--- src/rtl/mod_counter_if.sv ---
// Bus bundle for mod_counter: control/load inputs and count/status outputs.
interface mod_counter_if #(
  parameter int unsigned WIDTH = 4
);
  logic             en;
  logic             ent;
  logic             up;
  logic             ld;
  logic [WIDTH-1:0] d;
  logic [WIDTH-1:0] q;
  logic             rc;
  logic             wrap;
  logic             done;

  modport master (
    output en, ent, up, ld, d,
    input  q, rc, wrap, done
  );

  modport slave (
    input  en, ent, up, ld, d,
    output q, rc, wrap, done
  );
endinterface

--- src/rtl/mod_counter.sv ---
// Cascadable up/down modulo-MODULUS counter with parallel load, optional one-shot halt,
// combinational ripple carry and a registered rollover pulse.
module mod_counter #(
  parameter int unsigned WIDTH   = 4,
  parameter int unsigned MODULUS = 16,
  parameter int unsigned ONESHOT = 0
) (
  input  logic          ck,
  input  logic          clr,
  mod_counter_if.slave  bus
);

  localparam logic [WIDTH-1:0] TermHi = WIDTH'(MODULUS - 1);
  localparam logic [WIDTH-1:0] One    = WIDTH'(1);

  logic [WIDTH-1:0] q_q, q_d;
  logic             wrap_q, wrap_d;
  logic             done_q, done_d;
  logic             at_term;
  logic             count_en;

  // Terminal state depends on the live direction, so a change on up is seen at the next edge.
  always_comb begin
    at_term  = bus.up ? (q_q == TermHi) : (q_q == '0);
    count_en = bus.en & bus.ent & ~bus.ld & ~done_q;
  end

  // Next-state: load beats count beats hold; out-of-range loads clamp to the top state.
  always_comb begin
    q_d    = q_q;
    wrap_d = 1'b0;
    done_d = done_q;
    if (bus.ld) begin
      q_d    = (bus.d > TermHi) ? TermHi : bus.d;
      done_d = 1'b0;
    end else if (count_en) begin
      if (at_term) begin
        wrap_d = 1'b1;
        if (ONESHOT != 0) begin
          done_d = 1'b1;
        end else begin
          q_d = bus.up ? '0 : TermHi;
        end
      end else begin
        q_d = bus.up ? (q_q + One) : (q_q - One);
      end
    end
  end

  // State register with asynchronous active-high clear.
  always_ff @(posedge ck or posedge clr) begin
    if (clr) begin
      q_q    <= '0;
      wrap_q <= 1'b0;
      done_q <= 1'b0;
    end else begin
      q_q    <= q_d;
      wrap_q <= wrap_d;
      done_q <= done_d;
    end
  end

  // Ripple carry is gated by ent only, so cascaded stages see it with zero latency.
  always_comb begin
    bus.q    = q_q;
    bus.wrap = wrap_q;
    bus.done = done_q;
    bus.rc   = bus.ent & at_term;
  end

endmodule

--- src/flat_wrapper.sv ---
// flat-port wrapper written by rule: the top's interface ports become plain ports
module mod_counter_flat 
#(
  parameter int unsigned WIDTH   = 4,
  parameter int unsigned MODULUS = 16,
  parameter int unsigned ONESHOT = 0
)
  (ck, clr, bus_en, bus_ent, bus_up, bus_ld, bus_d, bus_q, bus_rc, bus_wrap, bus_done);
  mod_counter_if #(.WIDTH(WIDTH)) bus_i ();
  input  logic ck;
  input  logic clr;
  input wire logic [$bits(bus_i.en)-1:0] bus_en;
  input wire logic [$bits(bus_i.ent)-1:0] bus_ent;
  input wire logic [$bits(bus_i.up)-1:0] bus_up;
  input wire logic [$bits(bus_i.ld)-1:0] bus_ld;
  input wire logic [$bits(bus_i.d)-1:0] bus_d;
  output wire logic [$bits(bus_i.q)-1:0] bus_q;
  output wire logic [$bits(bus_i.rc)-1:0] bus_rc;
  output wire logic [$bits(bus_i.wrap)-1:0] bus_wrap;
  output wire logic [$bits(bus_i.done)-1:0] bus_done;
  assign bus_i.en = bus_en;
  assign bus_i.ent = bus_ent;
  assign bus_i.up = bus_up;
  assign bus_i.ld = bus_ld;
  assign bus_i.d = bus_d;
  assign bus_q = bus_i.q;
  assign bus_rc = bus_i.rc;
  assign bus_wrap = bus_i.wrap;
  assign bus_done = bus_i.done;
  mod_counter #(.WIDTH(WIDTH), .MODULUS(MODULUS), .ONESHOT(ONESHOT)) u_core (.ck(ck), .clr(clr), .bus(bus_i));
endmodule
--- config.mk ---
export PLATFORM = sky130hd
export DESIGN_NAME = mod_counter_flat
export DESIGN_NICKNAME = d
export VERILOG_FILES = /design/src/rtl/mod_counter_if.sv /design/src/rtl/mod_counter.sv /design/src/flat_wrapper.sv
export SDC_FILE = /design/constraint.sdc
export NUM_CORES = 1
export LEC_CHECK = 0
export ABC_CLOCK_PERIOD_IN_PS = 1800
export BUFFER_PORTS_ARGS = -buffer_cell sky130_fd_sc_hd__buf_2
export CORE_UTILIZATION = 30
export CTS_CLUSTER_SIZE = 40
export DETAILED_ROUTE_END_ITERATION = 12
export PLACE_DENSITY = 0.55
export SLEW_MARGIN = 20
export SYNTH_ARGS = -nofsm -noshare
export SYNTH_HDL_FRONTEND = slang
export SYNTH_SLANG_ARGS = --single-unit
--- constraint.sdc ---
create_clock -name ck -period 1.8 [get_ports ck]
set_input_delay 0.27 -clock ck [delete_from_list [all_inputs] [get_ports ck]]
set_output_delay 0.27 -clock ck [all_outputs]
set_load 0.01 [all_outputs]
==> summary.md <==
| Metric | Value |
|---|---|
| Routability Congestion | `0.704` |
| Initial cell density of the core | `0.323` |
| Combined area of the multi-input logic cells | `265 um2` |
| Setup clock skew after layout | `0.00327 ns` |
| Clock network fraction of total power | `0.338` |
| Final period demand of the worst path | `1.64 ns` |
| IO buf count | `15` |
| H-tree level count | `1` |
| Critical Path AT | `1.37 ns` |
| Family of cells with the greatest summed delay on the critical path | `simple AND/OR/NAND/NOR gates` |
| Final ANT Viol Nets | `0` |
| Critical Path Start Type | `register` |
| Routed WL | `927 um` |
| Total I/O pin count | `17` |
| Cells after Synth | `51` |
| Half-perimeter wire length after placement | `711 um` |
| Top cells by area, synth | `dfrtp_1, ha_1, a21o_1` |
| Most numerous cell types in the synthesized netlist | `nand2_1, dfrtp_1, nor2_1` |
| Worst IR drop on VDD | `0.000232 V` |
| Antenna violations before repair | `0` |
| XOR/XNOR share of the synthesized area | `0.0412` |
| Class of the worst hold path | `in2reg` |
| Remaining Overflow, GRT | `0` |
| Number of vias per cell after detailed routing | `4.64` |
| Simple-gate portion of the synthesized area | `0.282` |
| Final Cycle Share | `0.911` |
| Clk pin slew, worst setup/hold paths | `0.05 ns` |
| R2r startpoint | `u_core.bus.q[0]$_DFFE_PP0P_` |
| Final core utilization | `0.401` |
| Number of filler cells placed in the layout | `139` |
| Syn Area/Cell | `8.34 um2` |
| Unique cell type count in the Yosys netlist | `28` |
| Count of flip-flops with a built-in enable after synthesis | `0` |
| Number of post-CTS setup repair buffers | `0` |
| Std cell rows | `13` |
| Hold path startpoint | `bus_d[2]` |
| 1st-pass router iterations | `4` |
| Adder and majority gate portion of the synthesized area | `0.106` |
| Number of slew-limit violations in the final report | `0` |
| Final hold vios | `0` |
| Sw frac | `0.332` |
| Status | `complete, no violations` |
| Routed wire length per instance | `11.2 um` |
| Pin count of the biggest net entering global routing | `10` |
| Final setup violating endpoints | `0` |
| Synth Register Bits | `5` |
| Remaining DRCs | `0` |
| Setup tns final | `0 ns` |
| Cell with the largest stage delay on the worst path | `dfrtp_1` |
| Total via count in the routed design | `385` |
| Register area share after synthesis | `0.294` |
| Insertion delay of the later-clocked pin in the worst-skew pair | `0.24 ns` |
| Most area-hungry cell type in the Yosys netlist | `dfrtp_1` |
| Buffer type at the clock tree root | `clkbuf_4` |
| Logic pwr share | `0.296` |
| Ordered cell list for the critical path | `nor3_2 -> and2_1 -> nor2_1 -> nor2b_1 -> buf_2` |
| Die Outline Area | `1570 um2` |
| Most frequent cell after synthesis | `nand2_1` |
| Leakage | `0.260 nW` |
| Initial DRC Count | `9` |
| Area added between synthesis and finish | `24.1%` |
| Wire length of the first global-routing pass | `1460 um` |
| Compound-cell area share of the yosys netlist | `0.185` |
| Required time reported for the critical path endpoint | `1.53 ns` |
| Share of flip-flops with an asynchronous set or reset | `1.00` |
| Synth warnings | `0` |
| Total number of nets in the final design | `82` |
| Area taken by flip-flops and latches | `125 um2` |
| Total nets after synthesis | `64` |
| Synth top area share | `0.294` |
| Maximum single-stage delay on the critical path | `0.45 ns` |
| Seq pwr share | `0.366` |
| Launch point of the critical path | `u_core.bus.q[0]$_DFFE_PP0P_` |
| Smallest hold slack | `0.232 ns` |
| Unrepaired setup endpoints after global routing | `no` |
| P_sw | `132 uW` |
| Internal Dissipation | `265 uW` |
| Layout cell share with drive strength beyond 1 | `0.324` |
| Achievable frequency | `0.610 GHz` |
| Die width | `39.7 um` |
| Maximum buffer depth of the clock tree | `2` |
| Power per Cell Area | `752 nW/um2` |
| WP buf/inv | `1` |
| Cell area after synthesis | `425 um2` |
| Combinational family with the most area after synthesis | `simple AND/OR/NAND/NOR gates` |
| TritonCTS buffer count | `3` |
| Synth Flop Type | `dfrtp_1` |
| Core box area | `1320 um2` |
| Number of global-route vias before repair | `353` |
| GRT Resource Usage Total | `0.146` |
| Number of sinks on the clock net | `5` |
| Number of violations of the max-capacitance limit | `0` |
| CP endpoint kind | `primary output` |
| Max FO, Critical Path | `6` |
| Critical path class | `reg2out` |
| Height of the die | `39.7 um` |
| TritonCTS clock tree | `done` |
| Multiplexer share of the synthesized area | `0` |
| Ant. Diodes | `0` |
[power by group through the flow]
stage | clock network [mW] | logic, mW | registers [mW]
after floorplan | 0 | 0.0811 | 0.149
after global placement | 0 | 0.117 | 0.147
after detailed placement | 0 | 0.116 | 0.148
after CTS | 0.146 | 0.119 | 0.146
after global routing | 0.150 | 0.139 | 0.148
final | 0.134 | 0.118 | 0.145
[cell usage in the layout (no fill, tap or decap), drive strengths merged]
cell / synthesis / routed
a211oi: 1 / 1
a21o: 3 / 3
a21oi: 1 / 1
a311oi: 2 / 2
a31oi: 1 / 1
and2: 3 / 3
and2b: 1 / 1
buf: 2 / 15
clkbuf: 1 / 4
conb: 1 / 1
dfrtp: 5 / 5
dlygate4sd3: 0 / 1
fa: 1 / 1
ha: 2 / 2
inv: 2 / 2
nand2: 6 / 6
nand3: 3 / 3
nor2: 5 / 5
nor2b: 2 / 2
nor3: 3 / 3
o21ai: 4 / 4
xnor2: 1 / 1
xor2: 1 / 1
[repair_timing]
action,4_1_cts,5_1_grt
endpoints found under the hold margin,5,0
hold buffers,1,0
resized for setup,0,0
[area by class of cell]
cell class | instances | share of cell area
flip-flops and latches | 5 | 0.237
clock buffers | 4 | 0.0498
repair buffers | 16 | 0.161
inverters | 2 | 0.0142
well taps | 15 | 0.0355
multi-input cells | 41 | 0.502
[layer usage]
layer / up-vias / global-route usage / wire (um)
li1: 208 / - / -
met1: 165 / 0.187 / 437
met2: 12 / 0.221 / 456
met3: 0 / 0.0170 / 32
met4: 0 / 0.103 / 0
met5: - / 0 / 0
[state kept, by name, summed over array words and instances (netlist names)]
name	count
u_core.bus.q	4
u_core.bus.wrap	1
[path summary, 6_finish.rpt]
path	slack [ns]	cells after the start	to
worst max-delay path	0.16	5	bus_rc
worst min-delay path	0.23	2	u_core.bus.q[2]$_DFFE_PP0P_
worst max register to register	0.25	5	u_core.bus.q[2]$_DFFE_PP0P_
worst min register to register	0.74	2	u_core.bus.q[0]$_DFFE_PP0P_
max in group asynchronous	1.15	3	u_core.bus.wrap$_DFF_PP0_
min in group asynchronous	0.47	3	u_core.bus.q[3]$_DFFE_PP0P_
[metrics by stage]
step                      power, mW  setup slack (ns)  cells  cell area [um2]
after global routing          0.437            0.0106     83              528
after CTS                     0.411             0.143     83              528
final                         0.397             0.161     83              528
after global placement        0.264             0.272     78              492
after floorplan               0.230             0.291     51              425
after detailed placement      0.264             0.239     78              492
[worst register-to-register path: stages (launching register included)]
cell	delay, ns
dfrtp_1	0.45
fa_1	0.45
xor2_1	0.13
o21ai_1	0.07
a311oi_1	0.27
a21o_1	0.11
[cells by family (layout without fill, tap and decap cells)]
family                   count (synthesis)  after routing
adder cells (fa/ha/maj)                  3              3
flip-flops                               5              5
XOR/XNOR                                 2              2
other                                    1              1
buffers and inverters                    5             22
AND/OR/NAND/NOR                         23             23
AO/OA/AOI/OAI                           12             12
Power figures use the tool's default switching activity.
